--- config.mk ---
export PLATFORM = sky130hd
export DESIGN_NAME = finn_rtl_krnl_counter_bank
export DESIGN_NICKNAME = d
export VERILOG_FILES = /design/src/rtl/finn_counter_bank_pkg.sv /design/src/rtl/finn_counter_bank_lane.sv /design/src/rtl/finn_rtl_krnl_counter_bank.sv
export SDC_FILE = /design/constraint.sdc
export NUM_CORES = 1
export LEC_CHECK = 0
export CELL_PAD_IN_SITES_DETAIL_PLACEMENT = 0
export CELL_PAD_IN_SITES_GLOBAL_PLACEMENT = 1
export CORE_UTILIZATION = 41
export CTS_CLUSTER_SIZE = 30
export DETAILED_ROUTE_END_ITERATION = 8
export GPL_TIMING_DRIVEN = 0
export HOLD_SLACK_MARGIN = 0.08
export PLACE_DENSITY_LB_ADDON = 0.1
export SYNTH_ARGS = -nofsm -noshare
export SYNTH_HDL_FRONTEND = slang
export SYNTH_SLANG_ARGS = --single-unit
--- constraint.sdc ---
create_clock -name clk -period 4.7 [get_ports clk]
set_input_delay 0.47 -clock clk [delete_from_list [all_inputs] [get_ports clk]]
set_output_delay 0.47 -clock clk [all_outputs]
set_load 0.1 [all_outputs]
--- src/rtl/finn_counter_bank_pkg.sv ---
// Shared types and constants for the FINN RTL counter bank.
// The optional threshold comparator is enabled with FINN_COUNTER_BANK_THRESH_EN.
package finn_counter_bank_pkg;

    // Per-lane command resolved from the load/incr/decr strobes
    typedef enum logic [1:0] {
        HOLD = 2'd0,
        LOAD = 2'd1,
        INC  = 2'd2,
        DEC  = 2'd3
    } cmd_e;

    // Values for the C_SATURATE parameter
    localparam int WRAP = 0;
    localparam int SAT  = 1;

    // Load wins over arithmetic; incr and decr together cancel out
    function automatic cmd_e decode_cmd(input logic i_load, input logic i_incr, input logic i_decr);
        cmd_e v_cmd;
        if (i_load) begin
            v_cmd = LOAD;
        end else if (i_incr && !i_decr) begin
            v_cmd = INC;
        end else if (!i_incr && i_decr) begin
            v_cmd = DEC;
        end else begin
            v_cmd = HOLD;
        end
        return v_cmd;
    endfunction

endpackage

--- src/rtl/finn_counter_bank_lane.sv ---
// One counter channel: load / step up / step down with wrap or clamp,
// sticky overflow and underflow flags, registered zero indication.
// FINN_COUNTER_BANK_THRESH_EN adds a registered count >= thresh output.
module finn_counter_bank_lane
    import finn_counter_bank_pkg::*;
#(
    parameter int                 C_WIDTH    = 8,
    parameter logic [C_WIDTH-1:0] C_INIT     = '0,
    parameter int                 C_SATURATE = WRAP
) (
    input  logic               clk,
    input  logic               rst,
    input  logic               clken,
    input  logic               load,
    input  logic               incr,
    input  logic               decr,
    input  logic               clr_flags,
    input  logic [C_WIDTH-1:0] load_value,
    input  logic [C_WIDTH-1:0] step,
`ifdef FINN_COUNTER_BANK_THRESH_EN
    input  logic [C_WIDTH-1:0] thresh,
    output logic               at_thresh,
`endif
    output logic [C_WIDTH-1:0] count,
    output logic               is_zero,
    output logic               ovf,
    output logic               unf
);

    logic [C_WIDTH-1:0] r_count;
    logic               r_is_zero;
    logic               r_ovf;
    logic               r_unf;
    logic [C_WIDTH-1:0] w_count_nxt;
    logic               w_ovf_evt;
    logic               w_unf_evt;
    logic [C_WIDTH:0]   w_sum;
    logic [C_WIDTH:0]   w_diff;
    cmd_e               w_cmd;

    assign w_cmd  = decode_cmd(load, incr, decr);
    // One extra bit captures carry out of the add and borrow out of the subtract
    assign w_sum  = {1'b0, r_count} + {1'b0, step};
    assign w_diff = {1'b0, r_count} - {1'b0, step};

    // Next count and this cycle's overflow/underflow events
    always_comb begin
        w_count_nxt = r_count;
        w_ovf_evt   = 1'b0;
        w_unf_evt   = 1'b0;
        case (w_cmd)
            LOAD: begin
                w_count_nxt = load_value;
            end
            INC: begin
                w_ovf_evt = w_sum[C_WIDTH];
                if (w_sum[C_WIDTH] && (C_SATURATE == SAT)) begin
                    w_count_nxt = '1;
                end else begin
                    w_count_nxt = w_sum[C_WIDTH-1:0];
                end
            end
            DEC: begin
                w_unf_evt = w_diff[C_WIDTH];
                if (w_diff[C_WIDTH] && (C_SATURATE == SAT)) begin
                    w_count_nxt = '0;
                end else begin
                    w_count_nxt = w_diff[C_WIDTH-1:0];
                end
            end
            default: begin
                w_count_nxt = r_count;
            end
        endcase
    end

    // Count, zero flag and sticky flags; a new event beats a same-cycle clear
    always_ff @(posedge clk) begin
        if (rst) begin
            r_count   <= C_INIT;
            r_is_zero <= (C_INIT == '0);
            r_ovf     <= 1'b0;
            r_unf     <= 1'b0;
        end else if (clken) begin
            r_count   <= w_count_nxt;
            r_is_zero <= (w_count_nxt == '0);
            r_ovf     <= w_ovf_evt | (r_ovf & ~clr_flags);
            r_unf     <= w_unf_evt | (r_unf & ~clr_flags);
        end else begin
            r_count   <= r_count;
            r_is_zero <= r_is_zero;
            r_ovf     <= r_ovf;
            r_unf     <= r_unf;
        end
    end

`ifdef FINN_COUNTER_BANK_THRESH_EN
    logic r_at_thresh;

    // Threshold compare of the current registered count, so it trails count by one cycle
    always_ff @(posedge clk) begin
        if (rst) begin
            r_at_thresh <= 1'b0;
        end else if (clken) begin
            r_at_thresh <= (r_count >= thresh);
        end else begin
            r_at_thresh <= r_at_thresh;
        end
    end

    assign at_thresh = r_at_thresh;
`endif

    assign count   = r_count;
    assign is_zero = r_is_zero;
    assign ovf     = r_ovf;
    assign unf     = r_unf;

endmodule

--- src/rtl/finn_rtl_krnl_counter_bank.sv ---
// Bank of C_NUM_CH independent counters sharing one step magnitude.
// Buses pack channel i at [i*C_WIDTH +: C_WIDTH].
// FINN_COUNTER_BANK_THRESH_EN adds the thresh input and at_thresh output.
module finn_rtl_krnl_counter_bank
    import finn_counter_bank_pkg::*;
#(
    parameter int                 C_NUM_CH   = 2,
    parameter int                 C_WIDTH    = 8,
    parameter logic [C_WIDTH-1:0] C_INIT     = '0,
    parameter int                 C_SATURATE = WRAP
) (
    input  logic                        clk,
    input  logic                        rst,
    input  logic                        clken,
    input  logic [C_NUM_CH-1:0]         load,
    input  logic [C_NUM_CH-1:0]         incr,
    input  logic [C_NUM_CH-1:0]         decr,
    input  logic [C_NUM_CH-1:0]         clr_flags,
    input  logic [C_NUM_CH*C_WIDTH-1:0] load_value,
    input  logic [C_WIDTH-1:0]          step,
`ifdef FINN_COUNTER_BANK_THRESH_EN
    input  logic [C_NUM_CH*C_WIDTH-1:0] thresh,
    output logic [C_NUM_CH-1:0]         at_thresh,
`endif
    output logic [C_NUM_CH*C_WIDTH-1:0] count,
    output logic [C_NUM_CH-1:0]         is_zero,
    output logic [C_NUM_CH-1:0]         ovf,
    output logic [C_NUM_CH-1:0]         unf
);

    for (genvar g = 0; g < C_NUM_CH; g++) begin : g_lane
        finn_counter_bank_lane #(
            .C_WIDTH    (C_WIDTH),
            .C_INIT     (C_INIT),
            .C_SATURATE (C_SATURATE)
        ) u_lane (
            .clk        (clk),
            .rst        (rst),
            .clken      (clken),
            .load       (load[g]),
            .incr       (incr[g]),
            .decr       (decr[g]),
            .clr_flags  (clr_flags[g]),
            .load_value (load_value[g*C_WIDTH +: C_WIDTH]),
            .step       (step),
`ifdef FINN_COUNTER_BANK_THRESH_EN
            .thresh     (thresh[g*C_WIDTH +: C_WIDTH]),
            .at_thresh  (at_thresh[g]),
`endif
            .count      (count[g*C_WIDTH +: C_WIDTH]),
            .is_zero    (is_zero[g]),
            .ovf        (ovf[g]),
            .unf        (unf[g])
        );
    end

endmodule

==> results list <==
- Insertion delay of the later-clocked pin in the worst-skew pair: 0.27 ns
- Summing all flip-flop and latch instances after layout gives 440.4 sq um.
* Setup repair bufs after CTS: 0
- Synthesis inferred 22 register bits.
- Number of antenna-violating nets in the routed design: 0
* Die outline area: 0.007486 sq mm
* VDD IR max: 114.2 uV
- The root buffer cell chosen for the clock tree is sky130_fd_sc_hd__clkbuf_8.
* Total area of multi-input combinational cells: 0.002226 sq mm
- In this run the number of H-tree levels came out at 1.
* Antenna Diode Count: 0
- The initial antenna violation count is 0.
- After the first detailed-routing iteration, the DRC count stood at 114.
* Number of cells on the worst hold path: 2
- I/O pin cnt: 57
- In the routed layout, each cell is associated on average with a via count of 5.506.
* Slew at the pin with the worst max-slew slack: 0.9807 ns
* Final worst-path cycle share: 0.7115
* Deepest clock path buffer count: 2
* Total length of routed wires: 8.586 mm
* Netlist Area Pre-Place: 0.002929 sq mm
- Category of the critical setup timing path: input port to flip-flop
- Count of distinct cell types in the synthesized netlist: 69
* Total routing usage reported by global routing: 0.2346
* Min-Delay Endpoint: g_lane[1].u_lane.unf
- Final Non-Filler Cells: 547
- After synthesis, the share of flip-flops with an asynchronous set or reset is 0.
* Most common cell after layout, fill and taps aside: sky130_fd_sc_hd__clkdlybuf4s50_1
- For this run, the number of Yosys warnings is 0.
* Average wire per standard cell: 15.70 microns
- Setup slack of the worst register-to-register path: 1.79 ns
* Leakage power figure: 0.001506 uW
- Number of core rows: 30
* Area inside the core boundary: 0.006832 sq mm
- Once detailed placement completed, the half-perimeter wirelength came to 6.900 mm.
* Pin count of the biggest net entering global routing: 14
* Pwr/cell area: 240.4 mW/mm^2
- Summed over all layers, the global routing overflow is 0.
- STA puts the critical path data required time at 4.88 ns.
- After detailed routing, the number of remaining DRC violations is 0.
* R2R Path End: g_lane[0].u_lane.is_zero
- Once the clock tree was built, the resizer swapped 0 gates to a different size.
- Post-Route Setup TNS: 0 ns
* Clock-pin slew reported for the worst setup and hold paths after clock tree synthesis: 0.09 ns
- Maxcap violations: 0
- The worst setup path is captured at a flip-flop.
* Result of the run: completed
- Average instance area after synthesis: 7.453 sq um
- Based on the critical path, the design can be clocked at up to 299.0 MHz.
- The final-report max-slew violation count came to 0.
* Maximum fanout encountered on the critical timing path: 5
- Number of endpoints with negative hold slack in the final report: 0
- CP startpoint kind: input port
- Setup repair after global routing missed its margin: no
- The via count of the first global-routing pass is 2794.
- Fill cells in the final layout number 714.
- Headroom to the max-slew limit came out at 0.3442.
- Relative area change from synthesis to final layout: 24.99%
* First-pass GRT wire length: 13.74 mm
* Worst path setup slack after routing: 1.356 ns
- Synthesized netlist net count: 467
* Most frequent cells in the layout: sky130_fd_sc_hd__clkdlybuf4s50_1, sky130_fd_sc_hd__a21oi_1, sky130_fd_sc_hd__nor2_1
- Number of instances in the placed design: 543
- TritonCTS clock tree: yes
- Post-Route Utilization: 0.5359
* Die width: 86.52 microns
* Number of instances in the synthesized netlist: 393
- The worst register-to-register path has a depth of 10.
- For this configuration, the core starts out at a cell density of 0.4288.
- Of the cells placed in the final design, the portion with a size suffix greater than 1 is 0.07317.
- The routed layout has 3012 vias.
- For this design, the CTS-stage hold fixing added 0 buffers.
- First-pass detailed-route iteration total: 5
- In this run the tool buffered the top-level ports with 54 buffer cells.
* Most used DFF post-synth: sky130_fd_sc_hd__dfxtp_1
- On the final layout, the worst clock skew is 0.003908 ns.
- Number of synthesized flops with an enable pin: 0
- After the last flow step, the layout net total stands at 526.
* Data arrival time of the worst path: 3.53 ns
- Clock tree synthesis inserted a total of 3 buffers.
* Clock sinks: 22
- Worst slack at placement: 1.059 ns
- After layout, the design draws a total of 880.3 uW.
- The die is 86.52 microns tall.
- Setup violations remaining at the end of the flow were counted as 0.
- Sequential share of the synthesized area: 0.1504
* Hold Startpoint: g_lane[1].u_lane.unf
- Launch instance of the worst register-to-register path: g_lane[0].u_lane.count[0]
- The path class of the tightest hold or removal check is flip-flop to flip-flop.
- Routability-driven placement finished with a final weighted congestion of 0.8813.
* Shortest period the worst path allows: 3.344 ns
-- report_power, final --
| part | total (uW) | switching [uW] | internal [uW] | leakage [uW] |
|---|---|---|---|---|
| Sequential | 220 | 19.3 | 201 | 0.000182 |
| Clock | 183 | 69.2 | 114 | 0.0000357 |
| Combinational | 477 | 302 | 175 | 0.00129 |
| Total | 880 | 391 | 489 | 0.00151 |
-- cell usage after synthesis, types with 2 or more instances --
cell	count	share of area
sky130_fd_sc_hd__a2111oi_0	2	0.0060
sky130_fd_sc_hd__a211oi_1	6	0.015
sky130_fd_sc_hd__a21oi_1	40	0.068
sky130_fd_sc_hd__a221oi_1	2	0.0060
sky130_fd_sc_hd__a22o_1	2	0.0060
sky130_fd_sc_hd__a311oi_1	2	0.0060
sky130_fd_sc_hd__a31oi_1	6	0.013
sky130_fd_sc_hd__and2_1	5	0.011
sky130_fd_sc_hd__and3_1	2	0.0043
sky130_fd_sc_hd__buf_2	6	0.010
sky130_fd_sc_hd__buf_4	8	0.021
sky130_fd_sc_hd__clkbuf_1	11	0.014
sky130_fd_sc_hd__dfxtp_1	22	0.15
sky130_fd_sc_hd__fa_1	4	0.027
sky130_fd_sc_hd__ha_1	35	0.15
sky130_fd_sc_hd__inv_1	29	0.037
sky130_fd_sc_hd__inv_2	3	0.0038
sky130_fd_sc_hd__mux2_2	2	0.0077
sky130_fd_sc_hd__mux2i_1	11	0.038
sky130_fd_sc_hd__nand2_1	30	0.038
sky130_fd_sc_hd__nand2b_1	12	0.026
sky130_fd_sc_hd__nand3_1	2	0.0034
sky130_fd_sc_hd__nand3b_1	7	0.018
sky130_fd_sc_hd__nor2_1	40	0.051
sky130_fd_sc_hd__nor2b_1	8	0.017
sky130_fd_sc_hd__nor3_1	8	0.014
sky130_fd_sc_hd__nor3b_1	4	0.010
sky130_fd_sc_hd__nor4_1	3	0.0064
sky130_fd_sc_hd__o2111ai_1	2	0.0060
sky130_fd_sc_hd__o21a_1	2	0.0051
sky130_fd_sc_hd__o21ai_0	17	0.029
sky130_fd_sc_hd__o21ai_1	6	0.010
sky130_fd_sc_hd__o21bai_1	3	0.0077
sky130_fd_sc_hd__o221ai_1	2	0.0060
sky130_fd_sc_hd__o311ai_0	3	0.0090
sky130_fd_sc_hd__o31a_1	2	0.0060
sky130_fd_sc_hd__o31ai_1	3	0.0077
sky130_fd_sc_hd__o41ai_2	3	0.017
sky130_fd_sc_hd__or3_1	5	0.011
sky130_fd_sc_hd__xnor2_1	2	0.0060
sky130_fd_sc_hd__xor2_1	3	0.0090
-- critical path, cell delays in order --
cell,delay (ns)
sky130_fd_sc_hd__clkdlybuf4s50_1,0.67
sky130_fd_sc_hd__inv_1,0.23
sky130_fd_sc_hd__fa_1,0.51
sky130_fd_sc_hd__or3_1,0.39
sky130_fd_sc_hd__a21oi_1,0.13
sky130_fd_sc_hd__a2111oi_0,0.09
sky130_fd_sc_hd__o22a_2,0.23
sky130_fd_sc_hd__a2111oi_4,0.37
sky130_fd_sc_hd__o221ai_2,0.17
sky130_fd_sc_hd__o41ai_2,0.28
-- routing by layer --
layer  track usage  up-vias  routed length [microns]  part of all wire
li1              -     1529                        -                 -
met1        0.3160     1418                     4103              0.48
met2        0.4105       56                     4095              0.48
met3       0.01524        9                      272             0.032
met4       0.05303        0                      115             0.013
met5             0        -                        0                 0
-- worst max path at each step --
| stage | from | to | slack, ns | cells after the start |
|---|---|---|---|---|
| 2_1_floorplan | g_lane[0].u_lane.count[0] | g_lane[0].u_lane.is_zero | 1.38 | 10 |
| 3_3_place_gp | step[1] | g_lane[0].u_lane.is_zero | 1.08 | 10 |
| 3_5_place_dp | step[1] | g_lane[0].u_lane.is_zero | 1.06 | 10 |
| 4_1_cts | step[1] | g_lane[0].u_lane.is_zero | 1.34 | 10 |
| 5_1_grt | step[1] | g_lane[0].u_lane.is_zero | 1.19 | 10 |
| 6_report | step[1] | g_lane[0].u_lane.is_zero | 1.36 | 10 |
-- registers in the layout, summed over array words and instances, names as in the netlist --
register / count
g_lane.u_lane.ovf: 2
g_lane.u_lane.is_zero: 2
g_lane.u_lane.count: 16
g_lane.u_lane.unf: 2
-- cell families after synthesis --
| group | synth area share |
|---|---|
| and+or+nand+nor | 0.2251 |
| adders and majority gates | 0.1768 |
| xor gates and xnor gates | 0.01495 |
| DFF | 0.1504 |
| buffers and inverters | 0.08970 |
| AOI/OAI and AO/OA | 0.2978 |
| muxes | 0.04528 |
-- final cells by class --
| type | count | share of cell area |
|---|---|---|
| Inverter | 32 | 0.03281 |
| Buffer | 26 | 0.03896 |
| Multi-Input combinational cell | 313 | 0.6080 |
| Sequential cell | 22 | 0.1203 |
| Timing Repair Buffer | 54 | 0.1476 |
| Tap cell | 96 | 0.03281 |
| Clock inverter | 1 | 0.008202 |
| Clock buffer | 3 | 0.01128 |
-- metrics by stage --
step | instance area [sq um] | hold WS [ns]
finish | 3661 | 0.4600
global route | 3661 | 0.4821
CTS | 3661 | 0.4643
detailed placement | 3590 | 0.4515
global placement | 3590 | 0.4463
floorplan | 2929 | 0.4323
No activity file was read; power rests on OpenSTA's default activity.
